==> src/rtl/uart_xfer_pkg.sv <==
// Shared types for the UART FIFO transfer engine: FSM states and transform mode codes.
package uart_xfer_pkg;

    typedef enum logic [2:0] {IDLE, READ, WAIT, PROC, HOLD} xfer_state_t;

    localparam logic [1:0] MODE_PASS   = 2'd0;
    localparam logic [1:0] MODE_ADD    = 2'd1;
    localparam logic [1:0] MODE_XOR    = 2'd2;
    localparam logic [1:0] MODE_BITREV = 2'd3;

endpackage

==> src/rtl/uart_fifo_xfer_engine_if.sv <==
// FIFO-side bundle of the transfer engine: RX FIFO read port and TX FIFO write port.
interface uart_fifo_xfer_engine_if #(
    parameter int DATA_W = 8
);
    logic              rx_empty;
    logic [DATA_W-1:0] rx_dout;
    logic              rx_rd_en;
    logic              tx_full;
    logic              tx_wr_en;
    logic [DATA_W-1:0] tx_din;

    modport master (
        input  rx_empty, rx_dout, tx_full,
        output rx_rd_en, tx_wr_en, tx_din
    );

    modport slave (
        output rx_empty, rx_dout, tx_full,
        input  rx_rd_en, tx_wr_en, tx_din
    );
endinterface

==> src/rtl/uart_xfer_op.sv <==
// Combinational word transform applied to each RX word before it is written to the TX FIFO.
module uart_xfer_op
    import uart_xfer_pkg::*;
#(
    parameter int                DATA_W   = 8,
    parameter int                ADD_VAL  = 1,
    parameter logic [DATA_W-1:0] XOR_MASK = DATA_W'(8'hFF)
) (
    input  logic [DATA_W-1:0] d,
    input  logic [1:0]        mode,
    output logic [DATA_W-1:0] result
);
    localparam logic [DATA_W-1:0] ADD_C = DATA_W'(ADD_VAL);

    logic [DATA_W-1:0] rev;

    genvar gi;
    generate
        for (gi = 0; gi < DATA_W; gi++) begin : g_rev
            assign rev[gi] = d[DATA_W-1-gi];
        end
    endgenerate

    always_comb begin
        result = d;
        case (mode)
            MODE_ADD:    result = d + ADD_C;
            MODE_XOR:    result = d ^ XOR_MASK;
            MODE_BITREV: result = rev;
            default:     result = d;
        endcase
    end
endmodule

==> src/rtl/uart_fifo_xfer_engine.sv <==
// Paced RX FIFO -> transform -> TX FIFO transfer engine; stalls while the TX FIFO is full.
// Optional word counters are built when XFER_STATS_EN is defined.
module uart_fifo_xfer_engine
    import uart_xfer_pkg::*;
#(
    parameter int                DATA_W   = 8,
    parameter int                RD_LAT   = 1,
    parameter int                RD_GAP   = 6,
    parameter int                ADD_VAL  = 1,
    parameter logic [DATA_W-1:0] XOR_MASK = DATA_W'(8'hFF),
    parameter int                CNT_W    = 16
) (
    input  logic                  clk_out1,
    input  logic                  rst,
    input  logic                  enable,
    input  logic [1:0]            mode,
    uart_fifo_xfer_engine_if.master fifo,
    output logic                  busy,
    output logic [CNT_W-1:0]      rx_cnt,
    output logic [CNT_W-1:0]      tx_cnt
);
    localparam int GAP_W  = $clog2(RD_GAP + 1);
    localparam int WAIT_W = $clog2(RD_LAT + 1);
    localparam logic [GAP_W-1:0]  GAP_MAX   = GAP_W'(RD_GAP);
    localparam logic [WAIT_W-1:0] WAIT_LAST = WAIT_W'(RD_LAT - 1);

    xfer_state_t       state_reg, state_next;
    logic [GAP_W-1:0]  gap_reg, gap_next, gap_inc;
    logic [WAIT_W-1:0] wait_reg, wait_next;
    logic [DATA_W-1:0] result_reg, result_next, op_result;
    logic              rd_en_reg;
    logic              busy_reg;
    logic              wr_fire;

    uart_xfer_op #(
        .DATA_W   (DATA_W),
        .ADD_VAL  (ADD_VAL),
        .XOR_MASK (XOR_MASK)
    ) u_op (
        .d      (fifo.rx_dout),
        .mode   (mode),
        .result (op_result)
    );

    always_comb begin
        state_next  = state_reg;
        gap_next    = gap_reg;
        wait_next   = wait_reg;
        result_next = result_reg;
        wr_fire     = 1'b0;
        gap_inc     = (gap_reg == GAP_MAX) ? gap_reg : gap_reg + 1'b1;
        case (state_reg)
            IDLE: begin
                gap_next = gap_inc;
                // Deciding on the incremented count keeps the word period at 1+RD_LAT+1+RD_GAP.
                if (gap_inc == GAP_MAX && enable && !fifo.rx_empty)
                    state_next = READ;
            end
            READ: begin
                wait_next  = '0;
                state_next = WAIT;
            end
            WAIT: begin
                wait_next = wait_reg + 1'b1;
                if (wait_reg == WAIT_LAST) begin
                    result_next = op_result;
                    state_next  = PROC;
                end
            end
            PROC, HOLD: begin
                // tx_full is used in the write cycle itself so a full FIFO never sees a strobe.
                if (!fifo.tx_full) begin
                    wr_fire    = 1'b1;
                    gap_next   = '0;
                    state_next = IDLE;
                end else begin
                    state_next = HOLD;
                end
            end
            default: state_next = IDLE;
        endcase
    end

    always_ff @(posedge clk_out1) begin
        if (rst) begin
            state_reg  <= IDLE;
            gap_reg    <= '0;
            wait_reg   <= '0;
            result_reg <= '0;
            rd_en_reg  <= 1'b0;
            busy_reg   <= 1'b0;
        end else begin
            state_reg  <= state_next;
            gap_reg    <= gap_next;
            wait_reg   <= wait_next;
            result_reg <= result_next;
            rd_en_reg  <= (state_next == READ);
            busy_reg   <= (state_next != IDLE);
        end
    end

    assign fifo.rx_rd_en = rd_en_reg;
    assign fifo.tx_wr_en = wr_fire;
    assign fifo.tx_din   = result_reg;
    assign busy          = busy_reg;

`ifdef XFER_STATS_EN
    logic [CNT_W-1:0] rx_cnt_reg, tx_cnt_reg;

    always_ff @(posedge clk_out1) begin
        if (rst) begin
            rx_cnt_reg <= '0;
            tx_cnt_reg <= '0;
        end else begin
            if (rd_en_reg) rx_cnt_reg <= rx_cnt_reg + 1'b1;
            if (wr_fire)   tx_cnt_reg <= tx_cnt_reg + 1'b1;
        end
    end

    assign rx_cnt = rx_cnt_reg;
    assign tx_cnt = tx_cnt_reg;
`else
    assign rx_cnt = '0;
    assign tx_cnt = '0;
`endif
endmodule
==> src/flat_wrapper.sv <==
// flat-port wrapper written by rule: the top's interface ports become plain ports
module uart_fifo_xfer_engine_flat import uart_xfer_pkg::*;
#(
    parameter int                DATA_W   = 8,
    parameter int                RD_LAT   = 1,
    parameter int                RD_GAP   = 6,
    parameter int                ADD_VAL  = 1,
    parameter logic [DATA_W-1:0] XOR_MASK = DATA_W'(8'hFF),
    parameter int                CNT_W    = 16
)
  (clk_out1, rst, enable, mode, busy, rx_cnt, tx_cnt, fifo_rx_empty, fifo_rx_dout, fifo_tx_full, fifo_rx_rd_en, fifo_tx_wr_en, fifo_tx_din);
  uart_fifo_xfer_engine_if #(.DATA_W(DATA_W)) fifo_i ();
  input  logic clk_out1;
  input  logic rst;
  input  logic enable;
  input  logic [1:0] mode;
  output logic busy;
  output logic [CNT_W-1:0] rx_cnt;
  output logic [CNT_W-1:0] tx_cnt;
  input wire logic [$bits(fifo_i.rx_empty)-1:0] fifo_rx_empty;
  input wire logic [$bits(fifo_i.rx_dout)-1:0] fifo_rx_dout;
  input wire logic [$bits(fifo_i.tx_full)-1:0] fifo_tx_full;
  output wire logic [$bits(fifo_i.rx_rd_en)-1:0] fifo_rx_rd_en;
  output wire logic [$bits(fifo_i.tx_wr_en)-1:0] fifo_tx_wr_en;
  output wire logic [$bits(fifo_i.tx_din)-1:0] fifo_tx_din;
  assign fifo_i.rx_empty = fifo_rx_empty;
  assign fifo_i.rx_dout = fifo_rx_dout;
  assign fifo_i.tx_full = fifo_tx_full;
  assign fifo_rx_rd_en = fifo_i.rx_rd_en;
  assign fifo_tx_wr_en = fifo_i.tx_wr_en;
  assign fifo_tx_din = fifo_i.tx_din;
  uart_fifo_xfer_engine #(.DATA_W(DATA_W), .RD_LAT(RD_LAT), .RD_GAP(RD_GAP), .ADD_VAL(ADD_VAL), .XOR_MASK(XOR_MASK), .CNT_W(CNT_W)) u_core (.clk_out1(clk_out1), .rst(rst), .enable(enable), .mode(mode), .fifo(fifo_i), .busy(busy), .rx_cnt(rx_cnt), .tx_cnt(tx_cnt));
endmodule
==> config.mk <==
export PLATFORM = sky130hd
export DESIGN_NAME = uart_fifo_xfer_engine_flat
export DESIGN_NICKNAME = d
export VERILOG_FILES = /design/src/rtl/uart_xfer_pkg.sv /design/src/rtl/uart_fifo_xfer_engine_if.sv /design/src/rtl/uart_xfer_op.sv /design/src/rtl/uart_fifo_xfer_engine.sv /design/src/flat_wrapper.sv
export SDC_FILE = /design/constraint.sdc
export NUM_CORES = 1
export LEC_CHECK = 0
export CORE_AREA = 2 2 61 63
export DETAILED_ROUTE_END_ITERATION = 16
export DIE_AREA = 0 0 63 65
export GPL_ROUTABILITY_DRIVEN = 0
export MAX_ROUTING_LAYER = met4
export PLACE_DENSITY = 0.82
export SYNTH_ARGS = -nofsm -noshare
export SYNTH_HDL_FRONTEND = slang
export SYNTH_SLANG_ARGS = --single-unit
==> constraint.sdc <==
create_clock -name clk_out1 -period 2 [get_ports clk_out1]
set_input_delay 0.4 -clock clk_out1 [delete_from_list [all_inputs] [get_ports clk_out1]]
set_output_delay 0.4 -clock clk_out1 [all_outputs]
set_load 0.01 [all_outputs]
Word level (Yosys, flattened, before mapping)
Index checks and enable logic that the tools add are counted.
{"block": "totals", "output_inout_bits": 43, "inputBits": 15, "register_bits": 17}
{"block": "op_classes", "muxes": 11, "bitwise_logic": 2, "n_reduce_logical": 10, "addsub": 3, "eq_ne": 11}
{"op": "8-bit one-hot mux with 3 select lines", "n": 1}
{"op": "3-bit two-way mux", "n": 5}
{"op": "3-bit one-hot mux with 4 select lines", "n": 1}
{"op": "3-bit == test (second input constant)", "n": 3}
{"op": "8-bit by 1-bit adder with 8-bit output (second input constant)", "n": 1}
{"op": "8-bit NOT", "n": 1}
{"op": "3-bit by 1-bit == test with 1-bit output (second input constant)", "n": 2}
{"op": "3-bit by 2-bit == test with 1-bit output (second input constant)", "n": 2}
{"op": "3-bit one-hot mux with 2 select lines", "n": 1}
{"op": "2-bit == test (second input constant)", "n": 2}
{"op": "2-bit AND reduction", "n": 2}
{"op": "2-bit nonzero test", "n": 2}
{"op": "3-bit by 1-bit adder with 3-bit output (second input constant)", "n": 1}
{"op": "3-bit zero test", "n": 1}
{"op": "3-bit nonzero test", "n": 1}
{"op": "2-bit by 1-bit == test with 1-bit output (second input constant)", "n": 1}
{"op": "1-bit logical AND", "n": 2}
{"op": "1-bit two-way mux", "n": 2}
{"op": "2-bit inequality test (second input constant)", "n": 1}
{"op": "1-bit one-hot mux with 2 select lines", "n": 1}
{"op": "2-bit OR reduction", "n": 1}
{"op": "1-bit adder (second input constant)", "n": 1}
{"op": "1-bit zero test", "n": 1}
{"op": "1-bit NOT", "n": 1}

Depth between registers and ports, before layout
Gate-level depths: netlist (run 1).
{"block": "logic_depth", "ltp_word": 8, "ltp_mapped": 6, "ltp_nobuf": 6}

Modules after synthesis
A second synthesis (run 1) with hierarchy kept.
{"block": "hier_totals", "hier_cells": 184, "hier_area_um2": 1500.2}
{"module": "uart_fifo_xfer_engine", "area_per_inst_um2": 1077.3, "cells_each": 124, "n_inst": 1}
{"module": "uart_xfer_op", "area_per_inst_um2": 422.9, "cells_each": 60, "n_inst": 1}

Worst setup path after synthesis (run 1)
OpenSTA, ideal clock, no wires.
{"block": "synth_path", "kind": "flip-flop to flip-flop", "from": "register u_core.gap_reg[0]", "to": "register u_core.rd_en_reg (netlist: u_core.fifo.rx_rd_en)", "path_stages_with_launch": 7, "n_path_buf": 0, "setup_slack_ns": 0.420, "arrival_time_ns": 1.521, "t_required_ns": 1.941, "period_less_slack_ns": 1.580, "path_cell_list": "dfxtp_1 -> inv_1 -> ha_1 -> or3b_2 -> a21oi_1 -> o211a_4 -> and2_1"}
{"block": "synth_between", "elab_chain_len": 8, "elab_cells_between_ends": 9}
{"item": "from (decl)", "line": "uart_fifo_xfer_engine.sv:28", "text": "logic [GAP_W-1:0] gap_reg, gap_next, gap_inc;"}
{"item": "from (signal assigned)", "line": "uart_fifo_xfer_engine.sv:94", "text": "gap_reg <= gap_next;"}
{"item": "3-bit by 1-bit adder with 3-bit output / 3-bit == test (equally long branches)", "line": "uart_fifo_xfer_engine.sv:51", "text": "gap_inc = (gap_reg == GAP_MAX) ? gap_reg : gap_reg + 1'b1;"}
{"item": "3-bit two-way mux *", "line": "uart_fifo_xfer_engine.sv:51"}
{"item": "3-bit == test *", "line": "uart_fifo_xfer_engine.sv:56", "text": "if (gap_inc == GAP_MAX && enable && !fifo.rx_empty)"}
{"item": "1-bit logical AND * (2 in a row)", "line": "uart_fifo_xfer_engine.sv:56"}
{"item": "3-bit two-way mux *", "line": "uart_fifo_xfer_engine.sv:56"}
{"item": "3-bit one-hot mux with 4 select lines *", "line": "uart_fifo_xfer_engine.sv:52", "text": "case (state_reg)"}
{"item": "3-bit by 1-bit == test with 1-bit output *", "line": "uart_fifo_xfer_engine.sv:97", "text": "rd_en_reg <= (state_next == READ);"}
{"item": "to (signal assigned)", "line": "uart_fifo_xfer_engine.sv:97"}
{"item": "to (decl)", "line": "uart_fifo_xfer_engine.sv:31", "text": "logic rd_en_reg;"}
Mark *: on every way between the ends. The rest lies on a longest branch, timed or not.
A chain may end at the register's enable or synchronous reset.

Worst setup path in the final report (run 1)
{"block": "layout_path", "from": "register u_core.state_reg[1]", "to": "output fifo_tx_wr_en"}
{"block": "layout_between", "elab_chain_len": 3, "elab_cells_between_ends": 4}
{"item": "from (decl)", "line": "uart_fifo_xfer_engine.sv:27", "text": "xfer_state_t state_reg, state_next;"}
{"item": "from (signal assigned)", "line": "uart_fifo_xfer_engine.sv:93", "text": "state_reg <= state_next;"}
{"item": "3-bit by 2-bit == test with 1-bit output / 3-bit == test (equally long branches)", "line": "uart_fifo_xfer_engine.sv:52"}
{"item": "2-bit OR reduction *", "line": "uart_fifo_xfer_engine.sv:52"}
{"item": "1-bit two-way mux *", "line": "uart_fifo_xfer_engine.sv:52"}
{"item": "to (decl)", "line": "flat_wrapper.sv:24", "text": "output wire logic [$bits(fifo_i.tx_wr_en)-1:0] fifo_tx_wr_en;"}
Marks and branches as above.

==> summary.md, run 1 <==
| Metric | Value |
|---|---|
| Outcome | `finished clean` |
| Die area | `about 4000 µm²` |
| DPL Wire Length | `approximately 2.3 mm` |
| Clock Skews | `0.00504 ns` |
| Fmax | `around 550 MHz` |
| Worst Path Required | `about 1.6 ns` |
| Distinct cells, synth | `between 50 and 60` |
| Actual slew at the worst max-slew pin | `~0.53 ns` |
| Worst flop-to-flop path startpoint | `u_core.state_reg[0]` |
| Critical path class | `flop to primary output` |
| Largest register FFs | `8` |
| Pin count of the biggest net entering global routing | `26` |
| Filler cell count | `344` |
| Ratio of cells with drive above 1 in the final layout | `0.143` |
| Average vias per placed instance | `roughly 4.7` |
| Largest stage delay, worst path | `approximately 0.4 ns` |
| Clk sinks | `17` |
| Final net count | `roughly 230` |
| Pre-antenna DRT Iters | `4` |
| Primary FF master, synth | `dfxtp_1` |
| DRT iter0 DRCs | `26` |
| Final min period | `~1.8 ns` |
| Core Footprint | `3500 µm²` |
| Unrepaired setup endpoints after global routing | `no` |
| Leakage power | `slightly above 0.7 nW` |
| Synthesized flop and latch total | `17` |
| Worst Setup Slack, final | `between 0.15 and 0.2 ns` |
| Async set-or-reset flop fraction in the synthesized netlist | `0` |
| Antenna Cells | `0` |
| Max Transition Viols Final | `0` |
| Worst skew pair latency | `approximately 0.30 ns` |
| Slew headroom | `0.634` |
| Endpoints failing hold | `0` |
| Max clock buf depth | `2` |
| Area growth, synth to finish | `20.9%` |
| TritonCTS buffer count | `3` |
| Final core occ | `0.496` |
| Cell Area, Synth | `1440 µm²` |
| Vias | `roughly 1,200` |
| CP max FO | `11` |
| EDFF count, synth | `0` |
| Vias in the first global route | `roughly 1,100` |
| R2R Setup Slk | `0.23 ns` |
| Worst Hold Launch | `u_core.fifo.tx_din[1]` |
| Hold path depth | `2` |
| Max-Cap Viols | `0` |
| Yosys warnings | `0` |
| Clk root buf | `clkbuf_4` |
| Crit path DAT | `1.42 ns` |
| Routed wire length | `between 2 and 3 mm` |
| Residual DRC | `0` |
| Power Density | `about 430 nW/µm²` |
| Reg2reg end | `u_core.fifo.tx_din[4]` |
| Reg2Reg Depth | `4` |
| Hold WC Path Type | `flop to flop` |
| Hold Crit Endpoint | `u_core.fifo.tx_din[1]` |
| Total track usage | `0.153` |
| Fin crit share | `0.910` |
| Crit path cell chain | `and3b_1, o21bai_2, inv_1, dlygate4sd2_1` |
| CTS tree | `yes` |
| I/O Buffers | `25` |
| Pre-CTS setup slack | `-0.0282 ns` |
| Ports | `58` |
| Core Rows | `22` |
| CTS Hold Bufs | `0` |
| Power Total | `around 740 µW` |
| Fin Setup TNS | `0 ns` |
| Initial core utilization | `0.411` |
| Initial antenna violation count | `0` |
| Final setup fails | `0` |
| Synth Instances | `~180` |
| Post-Syn Area per Cell | `8.02 µm²` |
| Routed wire per std cell | `11.3 µm` |
| Clk slew on worst S/H paths | `between 0.1 and 0.15 ns` |
| Critical Path End Type | `primary output` |
| VDD IR max | `0.269 mV` |
| Detail Route Antenna Nets | `0` |
| First-pass GRT wire length | `approximately 4.9 mm` |
| Die width | `~63 µm` |
| Total grt overflow | `0` |
| Startpoint Class | `flop` |
| Die Ht | `roughly 65 µm` |
| H-tree depth | `1` |
| Register area share after synthesis | `0.237` |
| Worst path slowest cell | `dfxtp_4` |
==> layout make-up <==
cell class / instances / area, µm² / share of cell area
inverter: 5 / 18.8 / 0.0108
tap: 48 / 60.1 / 0.0346
timing repair buffer: 41 / 382 / 0.220
sequential: 17 / 345 / 0.199
clock buffer: 4 / 26.3 / 0.0151
multi-input combinational: 143 / 903 / 0.521
==> kinds of logic after synthesis <==
group | after synthesis | synth area share
AO/OA/AOI/OAI | 39 | 0.216
XOR/XNOR | 8 | 0.0488
adder cells (fa/ha/maj) | 3 | 0.0262
buffers and inverters | 50 | 0.225
flip-flops | 17 | 0.237
multiplexers | 2 | 0.0139
other | 1 | 0.00261
AND/OR/NAND/NOR | 59 | 0.230
==> placed cells by master (no fill, tap or decap), types with 3 or more instances in the layout <==
master	n
inv_1	5
o21ai_0	4
buf_4	15
a21oi_1	9
ha_1	3
dfxtp_1	15
nor2_1	15
clkbuf_4	3
o211ai_1	6
conb_1	32
nand2_1	13
xor2_1	5
clkdlybuf4s50_1	24
nor2b_1	3
xnor2_1	3
nand3_1	4
nor3_1	4
==> power breakdown <==
group,switching [mW],internal [mW],leakage (nW)
registers,0.00777,0.345,0.139
logic,0.105,0.0886,0.565
clock network,0.118,0.0778,0.0150
total,0.230,0.511,0.719
==> worst max path at each step <==
stage,start,endpoint,slack [ns],cells after the start
floorplan,u_core.gap_reg[0],u_core.fifo.rx_rd_en,0.42,6
global placement,fifo_tx_full,fifo_tx_wr_en,-0.004,4
detailed placement,fifo_tx_full,fifo_tx_wr_en,-0.03,4
CTS,u_core.state_reg[1],fifo_tx_wr_en,0.19,4
global route,u_core.state_reg[0],u_core.fifo.tx_din[4],0.13,4
finish,u_core.state_reg[1],fifo_tx_wr_en,0.18,4
==> synth_stat cells (3+ instances only) <==
library cell,instances,area [µm²]
a21oi_1,9,45.0
buf_2,6,30.0
buf_4,32,240
clkbuf_1,5,18.8
dfxtp_1,17,340
ha_1,3,37.5
inv_1,5,18.8
nand2_1,13,48.8
nand3_1,4,20.0
nor2_1,15,56.3
nor2b_1,3,18.8
nor3_1,4,20.0
o211ai_1,6,45.0
o21ai_0,4,20.0
xnor2_1,3,26.3
xor2_1,5,43.8
==> routing by layer <==
| metal | part of all wire | GRT usage |
|---|---|---|
| met5 | 0 | - |
| met4 | 0.022 | 0.0750 |
| met1 | 0.44 | 0.177 |
| met3 | 0.045 | 0.0174 |
| met2 | 0.49 | 0.266 |
==> worst max-delay path: cells and delay by family (launching register included) <==
family	cells	cell delay (ns)
DFF	1	0.40
buffers and inverters	2	0.35
and+or+nand+nor	1	0.21
AOI/OAI and AO/OA	1	0.16
==> repair_timing <==
action	CTS	global route
endpoints found under the setup margin	1	0
gates resized for setup	7	0
setup buffers	0	0
==> through the flow <==
step | hold slack [ns] | std cells | cell area [µm²]
3_5_place_dp | 0.451 | 254 | 1690
6_report | 0.468 | 258 | 1740
2_1_floorplan | 0.476 | 210 | 1550
5_1_grt | 0.494 | 258 | 1740
4_1_cts | 0.468 | 258 | 1740
3_3_place_gp | 0.449 | 254 | 1690
No activity file was read; power rests on OpenSTA's default activity.
==> run 2, diff against run 1 <==
--- a/config.mk
+++ b/config.mk
@@ -5,12 +5,15 @@
 export SDC_FILE = /design/constraint.sdc
 export NUM_CORES = 1
 export LEC_CHECK = 0
-export CORE_AREA = 2 2 61 63
+export CELL_PAD_IN_SITES_DETAIL_PLACEMENT = 0
+export CELL_PAD_IN_SITES_GLOBAL_PLACEMENT = 2
+export CORE_AREA = 2 2 81 83
+export CTS_BUF_LIST = sky130_fd_sc_hd__clkbuf_2 sky130_fd_sc_hd__clkbuf_4 sky130_fd_sc_hd__clkbuf_8
 export DETAILED_ROUTE_END_ITERATION = 16
-export DIE_AREA = 0 0 63 65
+export DIE_AREA = 0 0 83 85
 export GPL_ROUTABILITY_DRIVEN = 0
 export MAX_ROUTING_LAYER = met4
-export PLACE_DENSITY = 0.82
+export PLACE_DENSITY = 0.83
 export SYNTH_ARGS = -nofsm -noshare
 export SYNTH_HDL_FRONTEND = slang
 export SYNTH_SLANG_ARGS = --single-unit
==> summary.md, run 2 (same netlist as run 1, synthesis figures left out) <==
| Metric | Value |
|---|---|
| Unrepaired setup endpoints after global routing | `no` |
| CTS tree | `yes` |
| Die Ht | `85 µm (+31%)` |
| Routed wire length | `3.11 mm (+6.1%)` |
| Largest register FFs | `8 (unchanged)` |
| Ratio of cells with drive above 1 in the final layout | `0.142 (-0.00135)` |
| I/O Buffers | `25 (unchanged)` |
| Initial core utilization | `0.231 (-0.179)` |
| First-pass GRT wire length | `5.11 mm (+5.3%)` |
| TritonCTS buffer count | `3 (unchanged)` |
| Clk root buf | `clkbuf_8` |
| Most frequent cells in the layout | `32 x conb_1, 24 x clkdlybuf4s50_1, 17 x buf_4, 17 x dfxtp_1, 15 x nor2_1` |
| Power Total | `814 µW (+9.8%)` |
| Worst skew pair latency | `0.26 ns (-0.04 ns)` |
| Actual slew at the worst max-slew pin | `0.584 ns (+0.0498 ns)` |
| Crit path DAT | `1.96 ns (+0.54 ns)` |
| Routed wire per std cell | `10.7 µm (-5.3%)` |
| Power Density | `455 nW/µm² (+6.4%)` |
| Antenna Cells | `0 (unchanged)` |
| Fmax | `568 MHz (+3.5%)` |
| Startpoint Class | `flop` |
| Clock Skews | `0.00293 ns (-0.00211 ns)` |
| VDD IR max | `0.164 mV (-39%)` |
| Core Footprint | `6200 µm² (+77%)` |
| Crit path cell chain | `inv_1, ha_1, or3b_2, a21oi_1, o211a_4, and2_1` |
| Endpoints failing hold | `0 (unchanged)` |
| Hold WC Path Type | `flop to flop` |
| Max Transition Viols Final | `0 (unchanged)` |
| H-tree depth | `1 (unchanged)` |
| Ports | `58 (unchanged)` |
| Pin count of the biggest net entering global routing | `26 (unchanged)` |
| Largest stage delay, worst path | `0.44 ns (+0.04 ns)` |
| Die width | `83 µm (+32%)` |
| Outcome | `finished clean` |
| Max clock buf depth | `2 (unchanged)` |
| Placed instance area | `1740 µm² (+3.0%)` |
| CP max FO | `5 (-6)` |
| Critical path class | `flop to flop` |
| Area growth, synth to finish | `24.8%` |
| Average vias per placed instance | `4.19 (-12%)` |
| Clk slew on worst S/H paths | `0.07 ns (-0.04 ns)` |
| DRT iter0 DRCs | `54 (+110%)` |
| Total track usage | `0.0908 (-0.0627)` |
| Final min period | `1.76 ns (-0.0618 ns)` |
| Vias | `1,212 (-1.1%)` |
| Design area | `1790 µm² (+3.2%)` |
| Slew headroom | `0.600 (-0.0341)` |
| Critical Path End Type | `flop` |
| Filler cell count | `662 (+92%)` |
| Leakage power | `0.746 nW (+3.7%)` |
| Final core occ | `0.289 (-0.208)` |
| Commonest non-fill, non-tap cell in the layout | `conb_1` |
| Residual DRC | `0 (unchanged)` |
| Initial antenna violation count | `0 (unchanged)` |
| DPL Wire Length | `2.42 mm (+5.8%)` |
| Worst path slowest cell | `or3b_2` |
| CTS Hold Bufs | `0 (unchanged)` |
| WP buf/inv | `1 (-1)` |
| Vias in the first global route | `1,072 (-2.0%)` |
| Final setup fails | `0 (unchanged)` |
| Worst Path Required | `2.20 ns (+0.60 ns)` |
| Cell family with most CP delay | `simple AND/OR/NAND/NOR gates` |
| Postcts setup bufs | `0 (unchanged)` |
| Fin crit share | `0.880 (-0.0309)` |
| Die area | `7060 µm² (+72%)` |
| Detail Route Antenna Nets | `0 (unchanged)` |
| Max-Cap Viols | `0 (unchanged)` |
| Total grt overflow | `0 (unchanged)` |
| Core Rows | `29 (+32%)` |
| Pre-antenna DRT Iters | `4 (unchanged)` |
| Final net count | `231 (+0.87%)` |
| Clk sinks | `17 (unchanged)` |
## run 2: cell types whose count changed in the layout (fill, tap and decap cells not counted), sizes merged
cell / delta
buf: +2
clkbuf: -1
clkinv: +1
## run 2: area by class of cell
class	instances	area (µm²)	share of cell area
flip-flops and latches	17	340	0.190
clock buffers	3	41.3	0.0230
repair buffers	43	397	0.221
well taps	77	96.3	0.0538
multi-input cells	143	893	0.499
inverters	5	18.8	0.0105
clock inverters	1	5.00	0.00279
## run 2: through the flow
step                instances  worst slack [ns]  setup TNS [ns]  hold slack, ns
floorplan                 210             0.420               0           0.476
global placement          285            0.0139               0           0.443
detailed placement        285          -0.00255        -0.00255           0.462
CTS                       289             0.225               0           0.482
global route              289             0.119               0           0.501
finish                    289             0.241               0           0.470
## run 2: tightest hold or removal path, cell delays in order (launching register included)
cell	delay, ns
dfxtp_1	0.31
nand2_1	0.05
a21oi_1	0.05
## run 2: what timing repair did
| action | 4_1_cts | 5_1_grt |
|---|---|---|
| setup endpoints to repair | 1 | 0 |
| gates resized for setup | 2 | 0 |
| endpoints found under the hold margin | 0 | 0 |
## run 2: where the power goes
part	total [mW]	switching, mW	internal [mW]
clock	0.267	0.128	0.138
combinational	0.194	0.107	0.0875
sequential	0.354	0.00729	0.346
total	0.814	0.242	0.572
## run 2: final timing paths
| kind | start | to | slack (ns) | cells after the start |
|---|---|---|---|---|
| worst max-delay path | u_core.gap_reg[0] | u_core.fifo.rx_rd_en | 0.24 | 6 |
| worst min-delay path | u_core.fifo.tx_din[0] | u_core.fifo.tx_din[0] | 0.47 | 2 |
| worst max register to register | u_core.gap_reg[0] | u_core.fifo.rx_rd_en | 0.24 | 6 |
| worst min register to register | u_core.fifo.tx_din[0] | u_core.fifo.tx_din[0] | 0.47 | 2 |
## run 2: routing by layer
metal / routed length (µm) / global-route usage / vias up / part of all wire
met5: 0 / - / - / 0
met4: 57 / 0.0402 / 0 / 0.018
met3: 170 / 0.0185 / 5 / 0.055
met2: 1420 / 0.136 / 38 / 0.46
met1: 1450 / 0.119 / 544 / 0.47
li1: - / - / 625 / -
